**config.mk**
```make
export PLATFORM = sky130hd
export DESIGN_NAME = conv_arbiter
export DESIGN_NICKNAME = d
export VERILOG_FILES = /design/src/rtl/conv_arbiter.sv
export SDC_FILE = /design/constraint.sdc
export NUM_CORES = 1
export LEC_CHECK = 0
export CAP_MARGIN = 5
export CORE_ASPECT_RATIO = 1.4
export CORE_MARGIN = 2
export CORE_UTILIZATION = 30
export DETAILED_ROUTE_END_ITERATION = 10
export PLACE_DENSITY_LB_ADDON = 0.2
export SYNTH_ARGS = -nofsm -noshare
export SYNTH_HDL_FRONTEND = slang
export SYNTH_SLANG_ARGS = --single-unit
```
**constraint.sdc**
```tcl
create_clock -name clk_i -period 2.25 [get_ports clk_i]
set_input_delay 0.675 -clock clk_i [delete_from_list [all_inputs] [get_ports clk_i]]
set_output_delay 0.675 -clock clk_i [all_outputs]
set_load 0.005 [all_outputs]
```
**src/rtl/conv_arbiter.sv**
```systemverilog
// Round-robin arbiter sharing one soc/eoc converter among N requesters.
// Each grant runs soc/eoc, then returns the sampled byte over a 4-phase req/ack handshake.
module conv_arbiter #(
  parameter int N       = 4,
  parameter int W       = 8,
  parameter int TIMEOUT = 255
) (
  input  logic         clk_i,
  input  logic         rst_i,
  input  logic [N-1:0] req_i,
  output logic [N-1:0] ack_o,
  output logic [W-1:0] dout_o,
  output logic         err_o,
  output logic         soc_o,
  input  logic         eoc_i,
  input  logic [W-1:0] x_i
);

  localparam int IW = (N > 1) ? $clog2(N) : 1;
  localparam int TW = $clog2(TIMEOUT + 1);
  localparam logic [TW-1:0] T_LAST = TW'(TIMEOUT - 1);
  localparam logic [TW-1:0] T_MAX  = {TW{1'b1}};
  localparam logic [IW-1:0] G_LAST = IW'(N - 1);

  typedef enum logic [1:0] {
    S_IDLE  = 2'd0,
    S_START = 2'd1,
    S_WAIT  = 2'd2,
    S_DONE  = 2'd3
  } state_e;

  state_e        state_q, state_d;
  logic [IW-1:0] ptr_q, ptr_d;
  logic [IW-1:0] g_q, g_d;
  logic [TW-1:0] timer_q, timer_d;
  logic          soc_q, soc_d;
  logic          err_q, err_d;
  logic [N-1:0]  ack_q, ack_d;
  logic [W-1:0]  dout_q, dout_d;

  logic          pick_vld;
  logic [IW-1:0] pick_idx;
  logic [TW-1:0] timer_inc;
  logic [N-1:0]  g_onehot;
  logic [IW-1:0] g_next;

  // First set request at or above ptr, wrapping modulo N.
  always_comb begin
    pick_vld = 1'b0;
    pick_idx = '0;
    for (int i = 0; i < N; i++) begin
      if (!pick_vld && req_i[(int'(ptr_q) + i) % N]) begin
        pick_vld = 1'b1;
        pick_idx = IW'((int'(ptr_q) + i) % N);
      end
    end
  end

  always_comb begin
    g_onehot      = '0;
    g_onehot[g_q] = 1'b1;
  end

  assign g_next    = (g_q == G_LAST) ? '0 : g_q + IW'(1);
  assign timer_inc = (timer_q == T_MAX) ? timer_q : timer_q + TW'(1);

  always_comb begin
    state_d = state_q;
    ptr_d   = ptr_q;
    g_d     = g_q;
    timer_d = timer_q;
    soc_d   = soc_q;
    err_d   = err_q;
    ack_d   = ack_q;
    dout_d  = dout_q;
    case (state_q)
      S_IDLE: begin
        // eoc=0 here means the converter is still busy from before a reset.
        if (eoc_i && pick_vld) begin
          g_d     = pick_idx;
          soc_d   = 1'b1;
          timer_d = '0;
          state_d = S_START;
        end
      end
      S_START: begin
        if (!eoc_i) begin
          soc_d   = 1'b0;
          timer_d = '0;
          state_d = S_WAIT;
        end else if (timer_q == T_LAST) begin
          soc_d   = 1'b0;
          ack_d   = g_onehot;
          err_d   = 1'b1;
          state_d = S_DONE;
        end else begin
          timer_d = timer_inc;
        end
      end
      S_WAIT: begin
        if (eoc_i) begin
          dout_d  = x_i;
          ack_d   = g_onehot;
          err_d   = 1'b0;
          state_d = S_DONE;
        end else if (timer_q == T_LAST) begin
          ack_d   = g_onehot;
          err_d   = 1'b1;
          state_d = S_DONE;
        end else begin
          timer_d = timer_inc;
        end
      end
      S_DONE: begin
        if (!req_i[g_q]) begin
          ack_d   = '0;
          err_d   = 1'b0;
          ptr_d   = g_next;
          state_d = S_IDLE;
        end
      end
      default: state_d = S_IDLE;
    endcase
  end

  always_ff @(posedge clk_i) begin
    if (rst_i) begin
      state_q <= S_IDLE;
      ptr_q   <= '0;
      g_q     <= '0;
      timer_q <= '0;
      soc_q   <= 1'b0;
      err_q   <= 1'b0;
      ack_q   <= '0;
      dout_q  <= '0;
    end else begin
      state_q <= state_d;
      ptr_q   <= ptr_d;
      g_q     <= g_d;
      timer_q <= timer_d;
      soc_q   <= soc_d;
      err_q   <= err_d;
      ack_q   <= ack_d;
      dout_q  <= dout_d;
    end
  end

  assign ack_o  = ack_q;
  assign dout_o = dout_q;
  assign err_o  = err_q;
  assign soc_o  = soc_q;

  a_ack_onehot: assert property (@(posedge clk_i) $onehot0(ack_q));

endmodule

```
==> flow_summary.toml, run 1 <==
[logic_synthesis]
yosysMostFrequentCell = "dfxtp_1"
syn_inst = 187
synth_edf_count = 0
synth_cell_types = 39
yosys_warnings = 0
synth_fp_nets = 212
synth_common_cells = "dfxtp_1 (28), a21oi_1 (25), nand2_1 (23)"
synth_top_area_share = 0.3648
synthTopCellsByArea = "dfxtp_1 (36%), a21oi_1 (8.1%), ha_1 (8.1%)"
synth_area_um2 = 1536
synth_seq_cells = 28
synthArstFlopShare = 0
synth_ff_type = "dfxtp_1"
yosysTopAreaCell = "dfxtp_1"
syn_avg_cell_area_um2 = 8.216
ys_seq_area_frac = 0.3648

[power]
p_leak_nw = 0.7218
ir_drop_uv = 200.0
p_comb_frac = 0.229
p_int_w = 0.0007815
switching_share = 0.2777
p_switching_w = 0.0003005
p_seq_frac = 0.476
pwr-share-clk = 0.295
p_per_area_nw_per_um2 = 523.5

[critical_path]
required_ns = 2.45
path_buf_inv = 3
r2r_setup_slack_ns = 0.30
crit_family = "buffers and inverters"
worst-r2r-cell-count = 6
cp_max_fo = 7
endpoint_kind = "flip-flop"
path_common_cell = "buf_4"
crit_type = "in -> reg"
cp_data_arrival_time_ns = 2.36
r2r_start = "state_q[1]$_SDFFE_PP0P_"
max_stage_delay_ns = 0.42
r2r-end = "timer_q[0]$_SDFFE_PP0P_"
startpoint_type = "input pin"
crit_chain = "clkdlybuf4s50_1, buf_4, nor4_1, buf_4, a211o_1, o21bai_1, nor3_1"
slowest_stage = "clkdlybuf4s50_1"

[floorplan]
die_h_um = 88.68
rows = 30
die-area_um2 = 5718
core_um2 = 4880
boundaryPins = 29
start_util = 0.3149
die_x_um = 64.49

[routing]
wl_um = 3806
wl_per_cell_um = 12.95
dr.pass1.iters = 4
wl_met1_um = 1697
antenna_left = 0
remaining_drc_errors = 0
initialDrtViolationCount = 77
vias = 1522
dr_wl_met3_um = 87
wl_met2_um = 1983
routed.top_layer = "met4"
viasPerCell = 5.177

[global_routing]
grt_use_total = 0.1412
grt_pass1_vias = 1481
grt_antenna_before_repair = 0
overflow = 0
grt_pass1_wl_um = 6472
grt_start_max_net_pins = 16

[clock_tree]
clock-sinks = 28
cts_tree = "done"
cts.hold.buffers_added = 0
cts_inserted_buffers = 3
cts_root_buf = "clkbuf_8"
cts.path.max_buffers = 2
insertion_delay_ns = 0.27
h-tree-depth = 1
clk_transition_reported_paths_ns = 0.10

[worst_hold_path]
worstHoldEndpoint = "dout_o[1]$_SDFFE_PP0P_"
holdCritStartpoint = "dout_o[1]$_SDFFE_PP0P_"
holdCritPathClass = "reg -> reg"
whs_path_depth = 2

[timing]
final-hold-violation-count = 0
timing.fmax_ghz = 0.4647
finalWorstPathRequiredPeriod_ns = 2.152
post-route-period-util = 0.9563
worst_slack_ns = 0.09824
slew_headroom = 0.7196
setup-violations-final = 0
finClkSkew_ns = 0.003140
drv_slew = 0
rsz0062_at_grt = "false"
worst_slew_pin_slew_ns = 0.4174

[outcome]
status = "finished clean"

[placed_design]
dp.cells = 290
port_buffers = 28
placed_area_um2 = 2004
preCtsSetupSlack_ns = -0.2137
place.gp.congestion = 0.7972
dp_hpwl_um = 2911

[layout]
final_cells = 294
design_area_um2 = 2067
seq_area_um2 = 560.5
fill_cells = 489
postLayoutCoreUtil = 0.4236
drive_gt1_frac = 0.1304
multi_input_area_um2 = 907.1
nets = 256
area_growth_pct = 34.53
antenna_cells = 0

[job]
maxCapViolCount = 0
logic make-up (layout without fill, tap and decap cells):
group | count (synthesis) | count (layout) | synth area share
simple gates | 61 | 61 | 0.1938
flops | 28 | 28 | 0.3648
compound gates | 66 | 66 | 0.2883
mux | 2 | 2 | 0.02199
buf+inv | 20 | 63 | 0.04967
fa+ha+maj | 10 | 10 | 0.08143
metrics by stage:
step | TNS, ns | total power [W] | hold slack [ns]
after CTS | 0 | 0.001088 | 0.4629
after floorplan | 0 | 0.0006570 | 0.4527
after global placement | -2.172 | 0.0007679 | 0.4417
after global routing | 0 | 0.001145 | 0.4851
after detailed placement | -2.335 | 0.0007671 | 0.4482
final | 0 | 0.001082 | 0.4576
state kept, by name, indices dropped and copies added, names as in the netlist:
name / cells
err_o: 1
dout_o: 8
soc_o: 1
g_q: 2
ack_o: 4
timer_q: 8
state_q: 2
ptr_q: 2
power groups by stage:
| stage | registers, W | clock network (W) | logic, W |
|---|---|---|---|
| final | 0.000515 | 0.000319 | 0.000248 |
| after global routing | 0.000518 | 0.000354 | 0.000274 |
| after CTS | 0.000516 | 0.000330 | 0.000241 |
| after detailed placement | 0.000527 | 0 | 0.000240 |
| after global placement | 0.000527 | 0 | 0.000241 |
| after floorplan | 0.000525 | 0 | 0.000132 |
metal layers:
metal | vias up | track usage
li1 | 776 | -
met1 | 716 | 0.1661
met2 | 26 | 0.2595
met3 | 4 | 0.01399
met4 | 0 | 0.06190
met5 | - | 0
repair_timing:
item | 4_1_cts | 5_1_grt
gates resized for setup | 0 | 2
endpoints found under the hold margin | 0 | 0
endpoints found under the setup margin | 0 | 2
setup buffers | 0 | 0
placed cells by master (no fill, tap or decap), types with 2 or more instances in the layout:
master,Yosys,routed
o2bb2ai_1,2,2
nor2_1,11,11
inv_1,13,13
o22ai_1,3,3
a22o_2,4,4
clkbuf_8,0,4
nand3_1,4,4
a211o_1,3,3
nand2_1,23,23
o31ai_1,2,2
o221ai_1,2,2
nor4_1,4,4
ha_1,10,10
nor2b_1,3,3
a31oi_1,3,3
clkdlybuf4s50_1,0,28
o31a_1,2,2
nand2b_1,4,4
nand4_1,3,3
nor3_1,5,5
a221oi_1,2,2
o211ai_1,2,2
o21ai_0,8,7
dfxtp_1,28,28
a21oi_1,25,25
buf_4,0,18
area by class of cell:
class,instances,share of cell area
inverter,13,0.02361
multi-input combinational,139,0.4389
sequential,28,0.2712
clock buffer,4,0.02663
tap,64,0.03874
timing repair buffer,46,0.2010
worst max-delay path by stage:
stage             start                      end  depth (start not counted)
2_1_floorplan     eoc_i  timer_q[3]$_SDFFE_PP0P_                          5
3_3_place_gp   req_i[1]  state_q[0]$_SDFFE_PP0P_                          7
3_5_place_dp   req_i[0]  state_q[0]$_SDFFE_PP0P_                          7
4_1_cts        req_i[0]  state_q[0]$_SDFFE_PP0P_                          7
5_1_grt        req_i[0]  timer_q[5]$_SDFFE_PP0P_                          7
6_report       req_i[0]  timer_q[7]$_SDFFE_PP0P_                          7
worst min-delay path, stage by stage (launching register included):
cell     delay (ns)
dfxtp_1        0.32
nand2_1        0.05
a21oi_1        0.05
(Power assumes the default switching activity.)
==> run 2: changes to the inputs <==
Settings changed: CELL_PAD_IN_SITES_DETAIL_PLACEMENT from default to 1, CELL_PAD_IN_SITES_GLOBAL_PLACEMENT from default to 2.
==> run 2 against run 1 <==
  * Global-route usage up 3.4 points
  * Routed wire length up 24%
  * Sequential share of layout area is 0.24 points lower
  * Non-clock buffer count decreased by 1
==> flow_summary.toml, run 2 (same netlist as run 1, synthesis figures left out) <==
[critical_path]
cp_data_arrival_time_ns = 2.37
startpoint_type = "input pin"
crit_type = "in -> reg"
cp_max_fo = 4
startpoint = "req_i[3]"
required_ns = 2.48
endpoint_kind = "flip-flop"
r2r_start = "state_q[0]$_SDFFE_PP0P_"

[timing]
hold_slack_ns = 0.4594
drv_slew = 0
post-route-period-util = 0.9551
finClkSkew_ns = 0.001382
rsz0062_at_grt = "false"
final-hold-violation-count = 0
timing.fmax_ghz = 0.4653
setup-violations-final = 0
worst_slew_pin_slew_ns = 0.4188
finalWorstPathRequiredPeriod_ns = 2.149
final.setup.tns_ns = 0
slew_headroom = 0.7186

[global_routing]
grt_antenna_before_repair = 0
grt_start_max_net_pins = 27
grt_use_total = 0.1753
grt_pass1_wl_um = 7886
grt_pass1_vias = 1695
overflow = 0

[routing]
wl_per_cell_um = 16.08
wl_um = 4710
viasPerCell = 5.287
dr.pass1.iters = 4
initialDrtViolationCount = 42
vias = 1549
antenna_left = 0
remaining_drc_errors = 0

[floorplan]
die-area_um2 = 5718
die_h_um = 88.68
core_um2 = 4880
boundaryPins = 29
start_util = 0.3149
die_x_um = 64.49
rows = 30

[layout]
drive_gt1_frac = 0.1310
mostFrequentLayoutCell = "dfxtp_1"
nets = 255
multi_input_area_um2 = 909.6
antenna_cells = 0
fill_cells = 582
area_growth_pct = 35.75
seq_area_um2 = 560.5
most-common-layout-cells = "dfxtp_1 (28), a21oi_1 (25), clkdlybuf4s50_1 (25), nand2_1 (22), buf_4 (17)"

[clock_tree]
h-tree-depth = 1
clk_transition_reported_paths_ns = 0.10
cts_root_buf = "clkbuf_8"
cts_tree = "done"
insertion_delay_ns = 0.27
cts.path.max_buffers = 2
cts_inserted_buffers = 3
clock-sinks = 28

[power]
power_w = 0.001166
ir_drop_uv = 227.4
p_leak_nw = 0.7506
p_per_area_nw_per_um2 = 559.2

[job]
maxCapViolCount = 0

[placed_design]
place.gp.congestion = 0.8365
port_buffers = 28
dp_hpwl_um = 3706

[outcome]
status = "finished clean"

[worst_hold_path]
holdCritStartpoint = "dout_o[1]$_SDFFE_PP0P_"
holdCritPathClass = "reg -> reg"
==> run 2: cell types whose count changed in the layout (fill, tap and decap cells not counted) <==
cell             change
o21ai_0              +1
o311ai_0             -1
o311ai_1             +1
nand2_1              -1
clkbuf_8             -1
o21ai_1              -1
bufinv_16            +1
dlymetal6s2s_1       +3
buf_4                -1
clkdlybuf4s50_1      -3
nand2_2              +1
==> run 2: worst paths after layout <==
kind                                                 to  cells after the start  slack (ns)
worst min register to register   dout_o[1]$_SDFFE_PP0P_                      2        0.46
worst max-delay path              ack_o[2]$_SDFFE_PP0P_                      5        0.10
worst max register to register  timer_q[0]$_SDFFE_PP0P_                      6        0.24
worst min-delay path             dout_o[1]$_SDFFE_PP0P_                      2        0.46
==> run 2: final cells by class <==
| cell class | count | share of cell area |
|---|---|---|
| timing repair buffer | 45 | 0.1992 |
| tap | 64 | 0.03839 |
| inverter | 13 | 0.02340 |
| clock inverter | 1 | 0.01440 |
| clock buffer | 3 | 0.01980 |
| sequential | 28 | 0.2687 |
| multi-input combinational | 139 | 0.4361 |
==> run 2: per-layer routing <==
metal	GRT usage	wire (um)
met3	0.02036	72
met5	0	0
met4	0.05222	51
met1	0.1785	1835
met2	0.3655	2752
==> run 2: metrics by stage <==
step,util,area (um2),instances,worst slack (ns)
2_1_floorplan,-,1536,187,0.2637
3_3_place_gp,0.4092,1997,289,-0.2188
3_5_place_dp,0.4092,1997,289,-0.2797
4_1_cts,0.4238,2068,293,0.01397
5_1_grt,0.4274,2086,293,0.005739
6_report,0.4274,2086,293,0.1010
==> run 2: critical path, cell delays in order <==
cell	delay, ns
clkdlybuf4s50_1	0.44
mux4_2	0.52
a211o_1	0.36
nor3_4	0.19
a22o_2	0.18
==> run 2: report_power, final <==
group	internal, W	switching [W]
Sequential	0.000506	0.0000113
Combinational	0.000117	0.000133
Clock	0.000238	0.000162
==> run 2: timing repair <==
item | 4_1_cts | 5_1_grt
gates resized for setup | 0 | 6
pin swaps | 1 | 1
endpoints found under the setup margin | 2 | 9
buffers inserted | 0 | 0
hold buffers | 0 | 0
==> run 3: changes to the inputs <==
Clock period 2.25 ns to 2.35 ns, I/O delays scaled along.
==> run 3 against run 2 <==
  * Via count rose by 0.26%
  * Sequential power fell by 4.3%
  * Global-route usage fell by 0.18 points
  * Setup slack got worse by 0.058 ns
==> flow_summary.toml, run 3 (same netlist as run 1, synthesis figures left out) <==
[outcome]
status = "finished clean"

[worst_hold_path]
holdCritPathClass = "reg -> reg"

[global_routing]
grt_start_max_net_pins = 27
grt_pass1_wl_um = 7790
grt_pass1_vias = 1648
overflow = 0
grt_use_total = 0.1735
grt_antenna_before_repair = 0

[clock_tree]
cts_tree = "done"
clk_transition_reported_paths_ns = 0.10
cts.path.max_buffers = 2
cts.hold.buffers_added = 0
insertion_delay_ns = 0.28
post_cts_buffers = 0
h-tree-depth = 1
cts_resized = 0
cts_inserted_buffers = 3
cts_root_buf = "clkbuf_8"
clock-sinks = 28

[layout]
fill_cells = 596
antenna_cells = 0
drive_gt1_frac = 0.1189
most-common-layout-cells = "dfxtp_1 (28), clkdlybuf4s50_1 (27), a21oi_1 (25), nand2_1 (23), buf_4 (14)"
mostFrequentLayoutCell = "dfxtp_1"
area_growth_pct = 34.61
nets = 253

[timing]
worst_slew_pin_slew_ns = 0.5298
hold_slack_ns = 0.4566
finalWorstPathRequiredPeriod_ns = 2.307
final-hold-violation-count = 0
rsz0062_at_grt = "false"
slew_headroom = 0.6462
timing.fmax_ghz = 0.4334
drv_slew = 0
worst_slack_ns = 0.04264
setup-violations-final = 0
finClkSkew_ns = 0.004738
post-route-period-util = 0.9819
final.setup.tns_ns = 0

[routing]
wl_met2_um = 2649
dr.pass1.iters = 4
initialDrtViolationCount = 24
dr_wl_met3_um = 70
antenna_left = 0
remaining_drc_errors = 0
vias = 1553
routed.top_layer = "met4"
wl_per_cell_um = 16.21
wl_um = 4716
wl_met1_um = 1891
viasPerCell = 5.337

[floorplan]
core_um2 = 4880
start_util = 0.3149
boundaryPins = 29
die_h_um = 88.68
die_x_um = 64.49
rows = 30
die-area_um2 = 5718

[power]
p_per_area_nw_per_um2 = 538.3
p_leak_nw = 0.7266
ir_drop_uv = 303.5

[placed_design]
place.gp.congestion = 0.8161
dp_hpwl_um = 3629
port_buffers = 28
preCtsSetupSlack_ns = -0.2325

[critical_path]
startpoint_type = "input pin"
cp_data_arrival_time_ns = 2.49
crit_type = "in -> reg"
endpoint_kind = "flip-flop"
required_ns = 2.54
cp_max_fo = 6

[job]
maxCapViolCount = 0
==> run 3: cell types whose count changed in the layout (fill, tap and decap cells not counted) <==
| cell | delta |
|---|---|
| buf_4 | -3 |
| clkdlybuf4s50_1 | +2 |
| dlymetal6s2s_1 | -2 |
| a211oi_2 | +1 |
| a211oi_4 | -1 |
| buf_12 | +1 |
| nand2_1 | +1 |
| nand2_2 | -1 |
==> run 3: power by group <==
part           total (W)  switching (W)  internal (W)
registers       0.000495      0.0000105      0.000484
clock network   0.000390       0.000162      0.000228
logic           0.000228       0.000123      0.000105
total            0.00111       0.000295      0.000818
==> run 3: routing by layer <==
layer  vias to the layer above  GRT usage
met5                         -          0
met4                         0    0.07157
met3                        11    0.01654
met2                        24     0.3570
met1                       748     0.1749
li1                        770          -
==> run 3: path summary, 6_finish.rpt <==
check	depth (start not counted)	startpoint	slack [ns]	to
worst max register to register	6	state_q[0]$_SDFFE_PP0P_	0.23	timer_q[3]$_SDFFE_PP0P_
worst min-delay path	2	dout_o[5]$_SDFFE_PP0P_	0.46	dout_o[5]$_SDFFE_PP0P_
worst min register to register	2	dout_o[5]$_SDFFE_PP0P_	0.46	dout_o[5]$_SDFFE_PP0P_
worst max-delay path	5	eoc_i	0.04	timer_q[3]$_SDFFE_PP0P_
==> run 3: final cells by class <==
cell class	instances	area (um2)	share of cell area
Tap cell	64	80.08	0.03872
Clock inverter	1	30.03	0.01452
Multi-Input combinational cell	139	899.6	0.4350
Sequential cell	28	560.5	0.2710
Timing Repair Buffer	43	407.9	0.1972
Inverter	13	48.80	0.02359
Clock buffer	3	41.29	0.01996
==> run 3: through the flow <==
step	power, W	instances	util	area (um2)
after CTS	0.001129	291	0.4233	2066
after global routing	0.001175	291	0.4238	2068
after floorplan	0.0006291	187	-	1536
after detailed placement	0.0007320	287	0.4087	1994
after global placement	0.0007227	287	0.4087	1994
final	0.001113	291	0.4238	2068
==> run 3: worst max-delay path, cell delays in order <==
cell and delay, ns:
clkdlybuf4s50_1 0.50, mux2_2 0.36, a211oi_2 0.44, nand4_1 0.17, a221oi_1 0.32
==> variant 1 (config.mk and constraints of run 1) <==
Make the reset (`rst_i`) asynchronous in one clocked block.
--- a/src/rtl/conv_arbiter.sv
+++ b/src/rtl/conv_arbiter.sv
@@ -123,7 +123,7 @@
     endcase
   end
 
-  always_ff @(posedge clk_i) begin
+  always_ff @(posedge clk_i or posedge rst_i) begin
     if (rst_i) begin
       state_q <= S_IDLE;
       ptr_q   <= '0;
Function: differs if rst_i is asserted again (counterexample within 4 cycles, from zero or initial values and one cycle with rst_i high); with rst_i held inactive, the same outputs for 4 cycles.
==> variant 1 against run 1 <==
Wire length increased by 10%. Largest cell class unchanged. Synthesized area increased by 12%. Final cell count decreased by 4.1%. Highest routed layer unchanged. Critical path depth decreased by 2. Sequential cell count unchanged. Setup slack improved by 0.021 ns. Final area increased by 8.7%.
Power is not compared: it rests on default switching activity, and its combinational part moved more than twofold at a synthesized area within 25%.
==> variant 1: results (changes against run 1) <==
metric	value	unit	change
status	complete, no violations		unchanged
Avg Cell Area, Syn	9.87	um^2	was 8.22 um^2
metal3 WL	170	um	was 87 um
HP Start	dout_o[6]		was dout_o[1]
met1 Resource Use GR	18.3	%	was 16.6%
Post-synth top cells	dfrtp_1, nand2_1, inv_1, a21oi_1, mux2_2		was dfxtp_1, a21oi_1, nand2_1, inv_1, nor2_1
Crit Reg-Reg Startpoint	state_q[1]		unchanged
# fillers	566		was 489
WL final	4190	um	was 3810 um
M3 GR Usage	2.04	%	was 1.40%
maximum fanout along the worst path	6		was 7
gpl congestion	0.724		was 0.797
met2 WL	2180	um	was 1980 um
drt via density	5.33		was 5.18
highest clock rate	469	MHz	was 465 MHz
Via Count	1504		was 1522
Crit path largest cell delay	0.58	ns	was 0.42 ns
All-Layer GR Usage	13.8	%	was 14.1%
critical path data arrival time	2.29	ns	was 2.36 ns
Hold Path Sink	dout_o[6]		was dout_o[1]
flop-to-flop setup slack	0.41	ns	was 0.30 ns
slew at the pin closest to its max-slew limit	0.646	ns	was 0.417 ns
pre-CTS WS	-0.214	ns	about the same
DRT iter0 DRCs	57		was 77
number of distinct library cells after synthesis	40		was 39
crit path to	ack_o[2]		was timer_q[7]
async set-reset flop share out of synthesis	100	%	was 0%
[variant 1: cell type report]
class                           instances  share of cell area [%]
Multi-Input combinational cell        129                    42.5
Inverter                               12                    2.00
Timing Repair Buffer                   41                    17.4
Clock buffer                            3                    1.84
Clock inverter                          1                    1.34
Tap cell                               68                    3.79
Sequential cell                        28                    31.2
[variant 1: cells by family (layout without fill, tap and decap cells)]
family,Yosys count,after routing,share of synthesized area (%)
compound gates,59,59,25.3
simple gates,46,46,13.1
flops,28,28,40.6
buf+inv,18,57,4.20
mux,14,14,9.63
fa+ha+maj,10,10,7.24
[variant 1: stage by stage]
stage               instance area [um^2]  hold WS (ns)  utilization [%]
floorplan                           1730         0.494                -
global placement                    2180         0.485             39.4
detailed placement                  2180         0.492             39.4
CTS                                 2250         0.517             40.7
global route                        2250         0.525             40.7
finish                              2250         0.512             40.7
==> variant 2 (config.mk and constraints of run 1) <==
Made on the original files. `W`: 8 -> 9.
--- a/src/rtl/conv_arbiter.sv
+++ b/src/rtl/conv_arbiter.sv
@@ -2,7 +2,7 @@
 // Each grant runs soc/eoc, then returns the sampled byte over a 4-phase req/ack handshake.
 module conv_arbiter #(
   parameter int N       = 4,
-  parameter int W       = 8,
+  parameter int W       = 9,
   parameter int TIMEOUT = 255
 ) (
   input  logic         clk_i,
Interface: changed (resized dout_o and x_i); port bits go from 29 to 31. The function was not compared with the original's and may differ.
==> variant 2 against run 1 <==
Wire length increased by 14%. Power increased by 20%. Synthesized area increased by 8.4%. Setup slack about the same. Via count increased by 1.4%. Sequential cell count increased by 1. Final area increased by 10%. Critical path depth decreased by 1. Register-to-register slack got worse by 0.05 ns. Core utilization decreased by 0.49 points. Critical endpoint is now soc_o.
==> variant 2: results (changes against run 1) <==
metric	value	unit	change
HPWL after DPL	3250	um	was 2910 um
Worst path top cell family by delay	buffers and inverters		unchanged
worst reg-to-reg path cell count	7		was 6
number of distinct library cells after synthesis	50		was 39
initial antenna violation count	0		unchanged
met2 WL	2230	um	was 1980 um
Largest register FFs	9		
Post-synth top cells	nand2_1, dfxtp_1, a21oi_1, inv_1, ha_1		was dfxtp_1, a21oi_1, nand2_1, inv_1, nor2_1
Net Count, Synth	222		was 212
Avg WL per Cell	14.0	um	was 12.9 um
Synth area leaders	dfxtp_1, ha_1, nand2_1, a21oi_1, inv_1		was dfxtp_1, a21oi_1, ha_1, nand2_1, inv_1
sw frac	23.8	%	was 27.8%
Crit Reg-Reg Startpoint	state_q[0]		was state_q[1]
Layout Skew	0.00548	ns	was 0.00314 ns
Via Count	1543		was 1522
M1 WL	1960	um	was 1700 um
clock-pin slew on the worst setup and hold paths	0.07	ns	was 0.10 ns
Port Buffers	30		was 28
largest net degree at the start of global routing	15		was 16
HP Start	dout_o[1]		unchanged
buffer count from post-CTS setup fixing	0		unchanged
Num CTS Buffers	5		was 3
Leak	0.857	nW	was 0.722 nW
peak supply drop	0.225	mV	was 0.200 mV
metal3 WL	100	um	was 87 um
status	complete, no violations		unchanged
nets@finish	268		was 256
Post-synth EDFFs	0		unchanged
Crit path largest cell delay	0.48	ns	was 0.42 ns
global-route wire length before repair	7110	um	was 6470 um
flop-to-flop setup slack	0.25	ns	was 0.30 ns
gpl congestion	0.750		was 0.797
slew at the pin closest to its max-slew limit	0.400	ns	was 0.417 ns
DRT iter0 DRCs	70		was 77
All-Layer GR Usage	15.1	%	was 14.1%
main flop type after synthesis	dfxtp_1		unchanged
Worst Setup SP	req_i[2]		was req_i[0]
register area share after synthesis	34.9	%	was 36.5%
Hold Worst Slack	0.455	ns	was 0.458 ns
maximum fanout along the worst path	3		was 7
H-tree Lvls	2		was 1
CTS max path bufs	2		unchanged
clock power share	43.4	%	was 29.5%
layout cells sized above 1	14.8	%	was 13.0%
clk root buf	clkbuf_8		unchanged
Slowest-stage cell, CP	clkdlybuf4s50_1		unchanged
==> variant 2: changes by cell type after synthesis, moves of 4 or more <==
cell / change
a21o_1: +4
a22o_2: -4
a32o_1: +4
nand2_1: +8
nor3_1: -4
==> variant 2: final cells by class <==
type / count / area, um^2
well taps: 68 / 85.1
multi-input cells: 144 / 1000
clock inverters: 1 / 30.0
inverters: 13 / 48.8
flip-flops and latches: 29 / 581
clock buffers: 7 / 86.3
repair buffers: 49 / 448
fillers: 558 / 3170
==> variant 2: final timing paths <==
kind	end
hold reg to reg	dout_o[1]
hold / removal	dout_o[1]
setup reg to reg	timer_q[4]
setup / recovery	soc_o
==> variant 2: worst min-delay path, delay by kind of cell, from the launching register on <==
kind	cells	cell delay, ns
flops	1	0.31
simple gates	1	0.05
compound gates	1	0.05
==> variant 2: per-stage QoR <==
step	setup WS, ns	utilization [%]	cell area, um^2	std cells
finish	0.0981	41.9	2280	311
global route	-0.00833	41.9	2280	311
CTS	0.0152	41.4	2250	311
detailed placement	-0.263	39.2	2140	303
global placement	-0.260	39.2	2140	303
floorplan	0.393	-	1670	196
==> variant 2: kinds of logic after synthesis <==
family          Yosys count  share of synthesized area, %
simple gates             67                          20.0
compound gates           66                          29.9
flops                    29                          34.9
buf+inv                  23                          6.39
fa+ha+maj                10                          7.51
mux                       1                          1.35
==> variant 2: power groups by stage <==
stage	Sequential, W	Combinational, W	Clock [W]
finish	0.000529	0.000203	0.000562
floorplan	0.000539	0.000105	0
global route	0.000530	0.000225	0.000601
global placement	0.000541	0.000195	0
CTS	0.000529	0.000196	0.000584
detailed placement	0.000541	0.000194	0
==> variant 2: per-layer routing <==
metal  global-route usage, %  vias to the layer above
li1                        -                      804
met1                    17.3                      718
met2                    26.8                       17
met3                    3.31                        4
met4                    5.10                        0
met5                       0                        -
